<file path="src/rtl/axis_arb_pkg.sv">
`default_nettype none
// ============================================================================
// Module   : axis_arb_pkg
// Purpose  : Shared types and default widths for the AXI-Stream packet
//            round-robin arbiter and its output skid buffer.
// Contents : arb_state_e - arbiter state enumeration (IDLE, GNT0, GNT1)
//            DATA_W_DEF  - default tdata width
//            CNT_W_DEF   - default per-source packet counter width
// Revision : 1.0 - initial release
// ============================================================================
package axis_arb_pkg;

  localparam int unsigned DATA_W_DEF = 32;
  localparam int unsigned CNT_W_DEF  = 16;

  typedef enum logic [1:0] {
    IDLE = 2'd0,
    GNT0 = 2'd1,
    GNT1 = 2'd2
  } arb_state_e;

endpackage : axis_arb_pkg
`default_nettype wire

</file>
<file path="src/rtl/axis_skid.sv">
`default_nettype none
// ============================================================================
// Module   : axis_skid
// Purpose  : Two-entry skid buffer. It sustains one beat per cycle while the
//            sink is ready and absorbs up to two beats when the sink stalls,
//            so the upstream ready only has to drop once both entries are full.
// Ports    : clk_i/rst_i      - clock, asynchronous active-high reset
//            s_data_i/s_valid_i/s_ready_o - upstream payload handshake
//            m_data_o/m_valid_o/m_ready_i - downstream payload handshake
// Revision : 1.0 - initial release
// ============================================================================
module axis_skid
  import axis_arb_pkg::*;
#(
  parameter int unsigned WIDTH = DATA_W_DEF + 2
) (
  input  logic             clk_i,
  input  logic             rst_i,
  input  logic [WIDTH-1:0] s_data_i,
  input  logic             s_valid_i,
  output logic             s_ready_o,
  output logic [WIDTH-1:0] m_data_o,
  output logic             m_valid_o,
  input  logic             m_ready_i
);

  // Payload storage is deliberately not reset: it is only observed while the
  // occupancy count says the entry holds a live beat.
  logic [WIDTH-1:0] mem_q [2];
  logic             wr_ptr_q;
  logic             rd_ptr_q;
  logic [1:0]       cnt_q;
  logic             push;
  logic             pop;

  assign s_ready_o = (cnt_q != 2'd2);
  assign m_valid_o = (cnt_q != 2'd0);
  assign m_data_o  = mem_q[rd_ptr_q];
  assign push      = s_valid_i & s_ready_o;
  assign pop       = m_valid_o & m_ready_i;

  always_ff @(posedge clk_i or posedge rst_i) begin
    if (rst_i) begin
      wr_ptr_q <= 1'b0;
      rd_ptr_q <= 1'b0;
      cnt_q    <= 2'd0;
    end else begin
      if (push) wr_ptr_q <= ~wr_ptr_q;
      if (pop)  rd_ptr_q <= ~rd_ptr_q;
      case ({push, pop})
        2'b10:   cnt_q <= cnt_q + 2'd1;
        2'b01:   cnt_q <= cnt_q - 2'd1;
        default: cnt_q <= cnt_q;
      endcase
    end
  end

  always_ff @(posedge clk_i) begin
    if (push) mem_q[wr_ptr_q] <= s_data_i;
  end

endmodule : axis_skid
`default_nettype wire

</file>
<file path="src/rtl/axis_pkt_rr_arb.sv">
`default_nettype none
// ============================================================================
// Module   : axis_pkt_rr_arb
// Purpose  : Packet-granular round-robin arbiter merging two AXI-Stream
//            sources onto one master through a 2-entry skid buffer. A grant
//            is held until the granted source's tlast beat transfers, then
//            the arbiter spends one IDLE cycle before the next grant.
// Ports    : axis_aclk/axis_areset       - clock, async active-high reset
//            s0_axis_*                   - source 0 slave stream
//            s1_axis_*                   - source 1 slave stream
//            m_axis_* / m_axis_tid       - merged master stream, source index
//            pkt_cnt0 / pkt_cnt1         - wrapping completed-packet counts
// Revision : 1.0 - initial release
// ============================================================================
module axis_pkt_rr_arb
  import axis_arb_pkg::*;
#(
  parameter int unsigned DATA_W = DATA_W_DEF,
  parameter int unsigned CNT_W  = CNT_W_DEF
) (
  input  logic              axis_aclk,
  input  logic              axis_areset,

  input  logic [DATA_W-1:0] s0_axis_tdata,
  input  logic              s0_axis_tvalid,
  output logic              s0_axis_tready,
  input  logic              s0_axis_tlast,

  input  logic [DATA_W-1:0] s1_axis_tdata,
  input  logic              s1_axis_tvalid,
  output logic              s1_axis_tready,
  input  logic              s1_axis_tlast,

  output logic [DATA_W-1:0] m_axis_tdata,
  output logic              m_axis_tvalid,
  input  logic              m_axis_tready,
  output logic              m_axis_tlast,
  output logic              m_axis_tid,

  output logic [CNT_W-1:0]  pkt_cnt0,
  output logic [CNT_W-1:0]  pkt_cnt1
);

  localparam int unsigned PAY_W = DATA_W + 2;

  arb_state_e        state_q;
  logic              last_grant_q;
  logic [CNT_W-1:0]  cnt0_q;
  logic [CNT_W-1:0]  cnt1_q;

  logic              skid_rdy;
  logic              xfer0;
  logic              xfer1;
  logic              sel_gnt1;
  logic [PAY_W-1:0]  skid_in;
  logic [PAY_W-1:0]  skid_out;
  logic              skid_vld;

  // Ready is only offered to the granted source; IDLE always stalls both.
  assign s0_axis_tready = (state_q == GNT0) & skid_rdy;
  assign s1_axis_tready = (state_q == GNT1) & skid_rdy;
  assign xfer0          = s0_axis_tvalid & s0_axis_tready;
  assign xfer1          = s1_axis_tvalid & s1_axis_tready;

  // Payload packing: {tid, tlast, tdata}.
  assign sel_gnt1 = (state_q == GNT1);
  assign skid_in  = sel_gnt1 ? {1'b1, s1_axis_tlast, s1_axis_tdata}
                             : {1'b0, s0_axis_tlast, s0_axis_tdata};

  always_ff @(posedge axis_aclk or posedge axis_areset) begin
    if (axis_areset) begin
      state_q      <= IDLE;
      // Pointing at source 1 makes source 0 win the first tie after reset.
      last_grant_q <= 1'b1;
      cnt0_q       <= '0;
      cnt1_q       <= '0;
    end else begin
      case (state_q)
        IDLE: begin
          if (s0_axis_tvalid && s1_axis_tvalid)
            state_q <= last_grant_q ? GNT0 : GNT1;
          else if (s0_axis_tvalid)
            state_q <= GNT0;
          else if (s1_axis_tvalid)
            state_q <= GNT1;
        end
        GNT0: begin
          if (xfer0 && s0_axis_tlast) begin
            state_q      <= IDLE;
            last_grant_q <= 1'b0;
            cnt0_q       <= cnt0_q + 1'b1;
          end
        end
        GNT1: begin
          if (xfer1 && s1_axis_tlast) begin
            state_q      <= IDLE;
            last_grant_q <= 1'b1;
            cnt1_q       <= cnt1_q + 1'b1;
          end
        end
        default: state_q <= IDLE;
      endcase
    end
  end

  axis_skid #(
    .WIDTH (PAY_W)
  ) u_skid (
    .clk_i     (axis_aclk),
    .rst_i     (axis_areset),
    .s_data_i  (skid_in),
    .s_valid_i (xfer0 | xfer1),
    .s_ready_o (skid_rdy),
    .m_data_o  (skid_out),
    .m_valid_o (skid_vld),
    .m_ready_i (m_axis_tready)
  );

  // Sideband bits are qualified by valid so tid/tlast read 0 while the buffer
  // is empty (including during reset), since the storage itself is not reset.
  assign m_axis_tvalid = skid_vld;
  assign m_axis_tdata  = skid_out[DATA_W-1:0];
  assign m_axis_tlast  = skid_vld & skid_out[DATA_W];
  assign m_axis_tid    = skid_vld & skid_out[DATA_W+1];

  assign pkt_cnt0 = cnt0_q;
  assign pkt_cnt1 = cnt1_q;

endmodule : axis_pkt_rr_arb
`default_nettype wire

</file>
<file path="config.mk">
export PLATFORM = sky130hd
export DESIGN_NAME = axis_pkt_rr_arb
export DESIGN_NICKNAME = d
export VERILOG_FILES = /design/src/rtl/axis_arb_pkg.sv /design/src/rtl/axis_skid.sv /design/src/rtl/axis_pkt_rr_arb.sv
export SDC_FILE = /design/constraint.sdc
export NUM_CORES = 1
export LEC_CHECK = 0
export ABC_AREA = 1
export BUFFER_PORTS_ARGS = -buffer_cell sky130_fd_sc_hd__buf_2
export CAP_MARGIN = 20
export CORE_ASPECT_RATIO = 0.8
export CORE_MARGIN = 1.5
export CORE_UTILIZATION = 55
export DETAILED_ROUTE_END_ITERATION = 7
export HOLD_SLACK_MARGIN = 0.06
export PLACE_DENSITY = 0.83
export REMOVE_ABC_BUFFERS = 1
export SYNTH_ARGS = -nofsm -noshare
export SYNTH_HDL_FRONTEND = slang
export SYNTH_SLANG_ARGS = --single-unit
export TNS_END_PERCENT = 1
</file>
<file path="constraint.sdc">
create_clock -name axis_aclk -period 8.1 [get_ports axis_aclk]
set_clock_uncertainty 0.2 [all_clocks]
set_input_delay 1.62 -clock axis_aclk [delete_from_list [all_inputs] [get_ports axis_aclk]]
set_output_delay 1.62 -clock axis_aclk [all_outputs]
set_load 0.02 [all_outputs]
</file>
Word-level counts from Yosys, hierarchy flattened. Memories as Yosys holds them, arrays and structs flattened. Cells that the tools add are included.

Bits in registers: 39. Latch bits: 0. Memory bits (writable): 68. ROM bits: 0. Output and inout bits: 69. Memories: 1.

Memory list: u_skid.mem_q (depth 2, bits a word 34, read ports 1, clocked after memory_dff 0, wr ports 1, line axis_skid.sv:29) `logic [WIDTH-1:0] mem_q [2];`.

Add/subtract/negate cells: 4. Multipliers: 0. Divide/modulo/power cells: 0. Order comparisons: 0. Equal/unequal tests: 8. Shift-type cells: 0. Multiplexer cells: 14. Bitwise gates (word level): 11. Reductions and logical operators: 11.

Operators with widths (count): $mux 34 (1); $add 16x1->16 const B (2); $mux 2 (6); $and 1x1->1 (8); $pmux 2 s3 (1); $reduce_and 3->1 (2); $reduce_bool 2->1 (3); $eq 2x1->1 const B (2); $eq 2x2->1 const B (2); $mux 1 (4); $ne 2x1->1 const B (2); $ne 4x4->1 const B (1); $pmux 2 s2 (1); $reduce_and 2->1 (2); $logic_and 1x1->1 (3); $add 2x1->2 const B (1); $logic_not 2->1 (1); $ne 2x2->1 const B (1); $not 1->1 (2); $pmux 1 s2 (1); $sub 2x1->2 const B (1); $or 1x1->1 (1).

Depth between registers and ports, before layout.
Depth in word-level cells: 7. Depth in mapped cells: 10.

Cells and area by module. From an unflattened synthesis, not the netlist that was laid out.

Cells, all modules: 571. Area total of the unflattened synthesis: 5151.2 µm².

Modules (own cells, without submodules): axis_skid (instances 1, cells each 209, area an instance 2783.9 µm², sequential area each 2142.1 µm²); axis_pkt_rr_arb (instances 1, cells each 362, area an instance 2367.3 µm², sequential area each 877.1 µm²).

Worst setup path after synthesis. OpenSTA, ideal clock, no wires.

Path kind: input -> register. From: in s1_axis_tvalid. To: mem u_skid.mem_q[0][0] in the netlist's numbering (enable). Setup time: 0.425 ns. Arrival time: 3.320 ns. Required time: 7.475 ns. Setup slack: 4.155 ns. Stages: 4. Path through: nand3_2 -> nand2_1 -> inv_1 -> nor2_1.

Longest elaborated chain between the ends: 5.

Ends and longest elaborated chain: from (decl) (line axis_pkt_rr_arb.sv:30) `input logic s1_axis_tvalid,`; $and 1x1->1 (line axis_pkt_rr_arb.sv:63) `assign xfer1 = s1_axis_tvalid & s1_axis_tready;`; $or 1x1->1 (line axis_pkt_rr_arb.sv:112) `.s_valid_i (xfer0 | xfer1),`; $and 1x1->1 (line axis_skid.sv:39) `assign push = s_valid_i & s_ready_o;`; $mux 1 (line axis_skid.sv:59) `if (push) mem_q[wr_ptr_q] <= s_data_i;`; $mux 1 (not written as such) (line axis_skid.sv:59); to (decl) (line axis_skid.sv:29).

No other way between the ends.

Worst setup path in the final report.
From: reg u_skid.rd_ptr_q. To: out m_axis_tdata[15].

Longest elaborated chain between the ends: 1.

Ends and longest elaborated chain: from (decl) (line axis_skid.sv:31) `logic rd_ptr_q;`; from (signal assigned) (line axis_skid.sv:49) `if (pop) rd_ptr_q <= ~rd_ptr_q;`; $mem_v2 2x34; to (decl) (line axis_pkt_rr_arb.sv:34) `output logic [DATA_W-1:0] m_axis_tdata,`.

No other way between the ends.

==> impl_metrics.env <==
export IMPL_vias=4108
export IMPL_period_share_pct=49.8
export IMPL_critPathKind="reg2out"
export IMPL_finalSetupViolations=0
export IMPL_dpl_hpwl_um=7500
export IMPL_syn2layout_area_growth_pct=21.4
export IMPL_timing_hold_ws_ns=0.307
export IMPL_io_pins=140
export IMPL_yosysWarnings=0
export IMPL_cts_tree="yes"
export IMPL_start_util_pct=56.3
export IMPL_drc_errors=0
export IMPL_critPathMaxStageDelay_ns=0.83
export IMPL_gp_congestion=0.791
export IMPL_h_tree_depth=3
export IMPL_ys_seq_area_share_pct=59.6
export IMPL_required_ns=6.28
export IMPL_drt_iter0_markers=226
export IMPL_worst_path_most_repeated_cell="nand2_1"
export IMPL_timing_slew_headroom_pct=34.1
export IMPL_start_kind="flip-flop"
export IMPL_worstPathMaxFanout=35
export IMPL_worstPathArrival_ns=2.21
export IMPL_slew_viol_final=0
export IMPL_die_area_sq_um=9800
export IMPL_maxCapViolCount=0
export IMPL_p_leak_nw=3.05
export IMPL_grt_overflow=0
export IMPL_placedInstanceArea_sq_um=5850
export IMPL_clkLatencyLatePin_ns=0.34
export IMPL_drt_first_pass_iters=5
export IMPL_ctsHoldBuffers=0
export IMPL_fin_area_sq_um=6150
export IMPL_worst_pin_slew_ns=0.982
export IMPL_cts_inserted_buffers=9
export IMPL_hold_class="reg2reg"
export IMPL_finalSetupTns_ns=0
export IMPL_status="completed"
export IMPL_grt_pass1_vias=3584
export IMPL_antenna_found_initial=0
export IMPL_io_buffers=139
export IMPL_nNetsFinal=784
export IMPL_antenna_cells=0
export IMPL_drive_above_1_share_pct=23.8
export IMPL_rsz0062_at_grt="no"
export IMPL_clk_pin_slew_ns=0.07
export IMPL_avgSynthCellArea_sq_um=8.83
export IMPL_syn_area_sq_um=5070
export IMPL_ant_nets=0
export IMPL_clkSinkCount=107
export IMPL_cts_resized=0
export IMPL_cellPowerDensity_nw_per_um2=318
export IMPL_grtUsageTotal_pct=22.5
export IMPL_fill_cells=700
export IMPL_routed_wirelength_um=10600
export IMPL_core_area_sq_um=9000
export IMPL_num_rows=31
export IMPL_min_period_ns=4.03
export IMPL_synth_top_cell_by_area="edfxtp_1"
export IMPL_yosys_register_bits=107
export IMPL_worstPathCellList="clkinv_1, nand2_1, nand2_1, buf_2"
export IMPL_viasPerCell=4.96
export IMPL_grt_max_degree=40
export IMPL_yosys_top_cells_area="edfxtp_1, nand2_1, dfrtp_1, nor2_1, inv_1"
export IMPL_end_kind="output port"
export IMPL_detail_route_wl_per_cell_um=12.8
export IMPL_synthCells=574
export IMPL_chipWidth_um=110
export IMPL_grt_pass1_wl_um=16500
export IMPL_hold_violations=0
export IMPL_max_freq_ghz=0.248
export IMPL_synth_top_area_share_pct=40.3
export IMPL_slowest_stage="clkinv_1"
export IMPL_cts_root_buf="clkbuf_16"
export IMPL_synth_cell_type_count=28
export IMPL_clk_path_buf_depth=2
export IMPL_post_cts_setup_buffers=0
export IMPL_peakVddDrop_uv=188
export IMPL_die_h_um=88.9
-- synthesized netlist by cell type, drive strengths merged --
| library cell | instances |
|---|---|
| nand2 | 311 |
| ha | 3 |
| dfstp | 1 |
| a21oi | 4 |
| nor3 | 1 |
| inv | 31 |
| o21ai | 9 |
| dfrtp | 38 |
| edfxtp | 68 |
| nand4 | 7 |
| buf | 7 |
| clkbuf | 9 |
| xor2 | 12 |
| nor2 | 46 |
| nand3b | 6 |
| nand3 | 12 |
| xnor2 | 7 |
| clkinv | 2 |
-- worst paths after layout --
check	from	endpoint	slack (ns)	cells after the start
max reg2reg	state_q[0]	u_skid.mem_q[1][7]	5.14	7
min	last_grant_q	last_grant_q	0.31	2
min in group asynchronous	axis_areset	pkt_cnt0[1]	1.20	3
max in group asynchronous	axis_areset	last_grant_q	6.15	3
min reg2reg	last_grant_q	last_grant_q	0.31	2
max	u_skid.rd_ptr_q	m_axis_tdata[15]	4.07	4
-- placed cells by master (no fill, tap or decap) --
cell type and instances:
nand2_1 308, buf_2 139, edfxtp_1 68, nor2_1 39
dfrtp_1 38, inv_1 31, xor2_1 12, nand3_1 10
clkbuf_16 9, o21ai_0 8, xnor2_1 7, nand4_1 7
nor2_4 6, nand3b_1 6, a21oi_1 4, ha_1 3
inv_6 3, nand2_2 2, clkinv_4 2, nand2_4 1
clkinv_2 1, nand3_2 1, nand3_4 1, clkinv_1 1
o21ai_1 1, nor3_1 1, nor2_8 1, inv_8 1
dfstp_2 1, buf_16 1, buf_4 1
-- cells by family after synthesis --
| kind of cell | Yosys count | synth area share [%] |
|---|---|---|
| AOI/OAI and AO/OA | 13 | 1.28 |
| adders and majority gates | 3 | 0.741 |
| buffers and inverters | 49 | 4.12 |
| xor gates and xnor gates | 19 | 3.28 |
| DFF | 107 | 59.6 |
| and+or+nand+nor | 383 | 31.0 |
-- registers in the layout, summed over array words and instances, names as in the netlist --
| signal | cells |
|---|---|
| u_skid.cnt_q | 2 |
| last_grant_q | 1 |
| u_skid.mem_q | 68 |
| u_skid.rd_ptr_q | 1 |
| pkt_cnt1 | 16 |
| state_q | 2 |
| u_skid.wr_ptr_q | 1 |
| pkt_cnt0 | 16 |
-- power by group --
group	switching, W	internal (W)	total [W]
clock	0.000195	0.000213	0.000409
combinational	0.000520	0.000221	0.000741
sequential	0.0000648	0.000744	0.000808
-- critical path, delay by kind of cell (launching register included) --
family	cells	cell delay, ns
buffers and inverters	2	1.00
DFF	1	0.50
and+or+nand+nor	2	0.35
-- through the flow --
stage	power, W	worst slack, ns	util, %	cells
4_1_cts	0.00196	3.09	68.1	828
3_3_place_gp	0.00153	3.43	65.0	813
2_1_floorplan	0.00129	4.14	-	558
3_5_place_dp	0.00155	3.45	65.0	813
6_report	0.00196	4.07	68.4	829
5_1_grt	0.00208	3.88	68.4	829
-- layer usage --
layer | wire [um] | global-route usage (%)
met5 | 0 | 0
met1 | 4700 | 28.9
met2 | 5030 | 38.6
met4 | 45 | 4.90
met3 | 859 | 6.26
-- area by class of cell --
| cell class | instances | area [sq um] | area share [%] |
|---|---|---|---|
| inverter | 33 | 125 | 2.03 |
| timing repair buffer | 141 | 731 | 11.9 |
| tap | 115 | 144 | 2.34 |
| sequential | 107 | 3020 | 49.1 |
| clock inverter | 6 | 55.1 | 0.895 |
| clock buffer | 9 | 225 | 3.66 |
| multi-input combinational | 418 | 1850 | 30.1 |
Power figures use the tool's default switching activity.
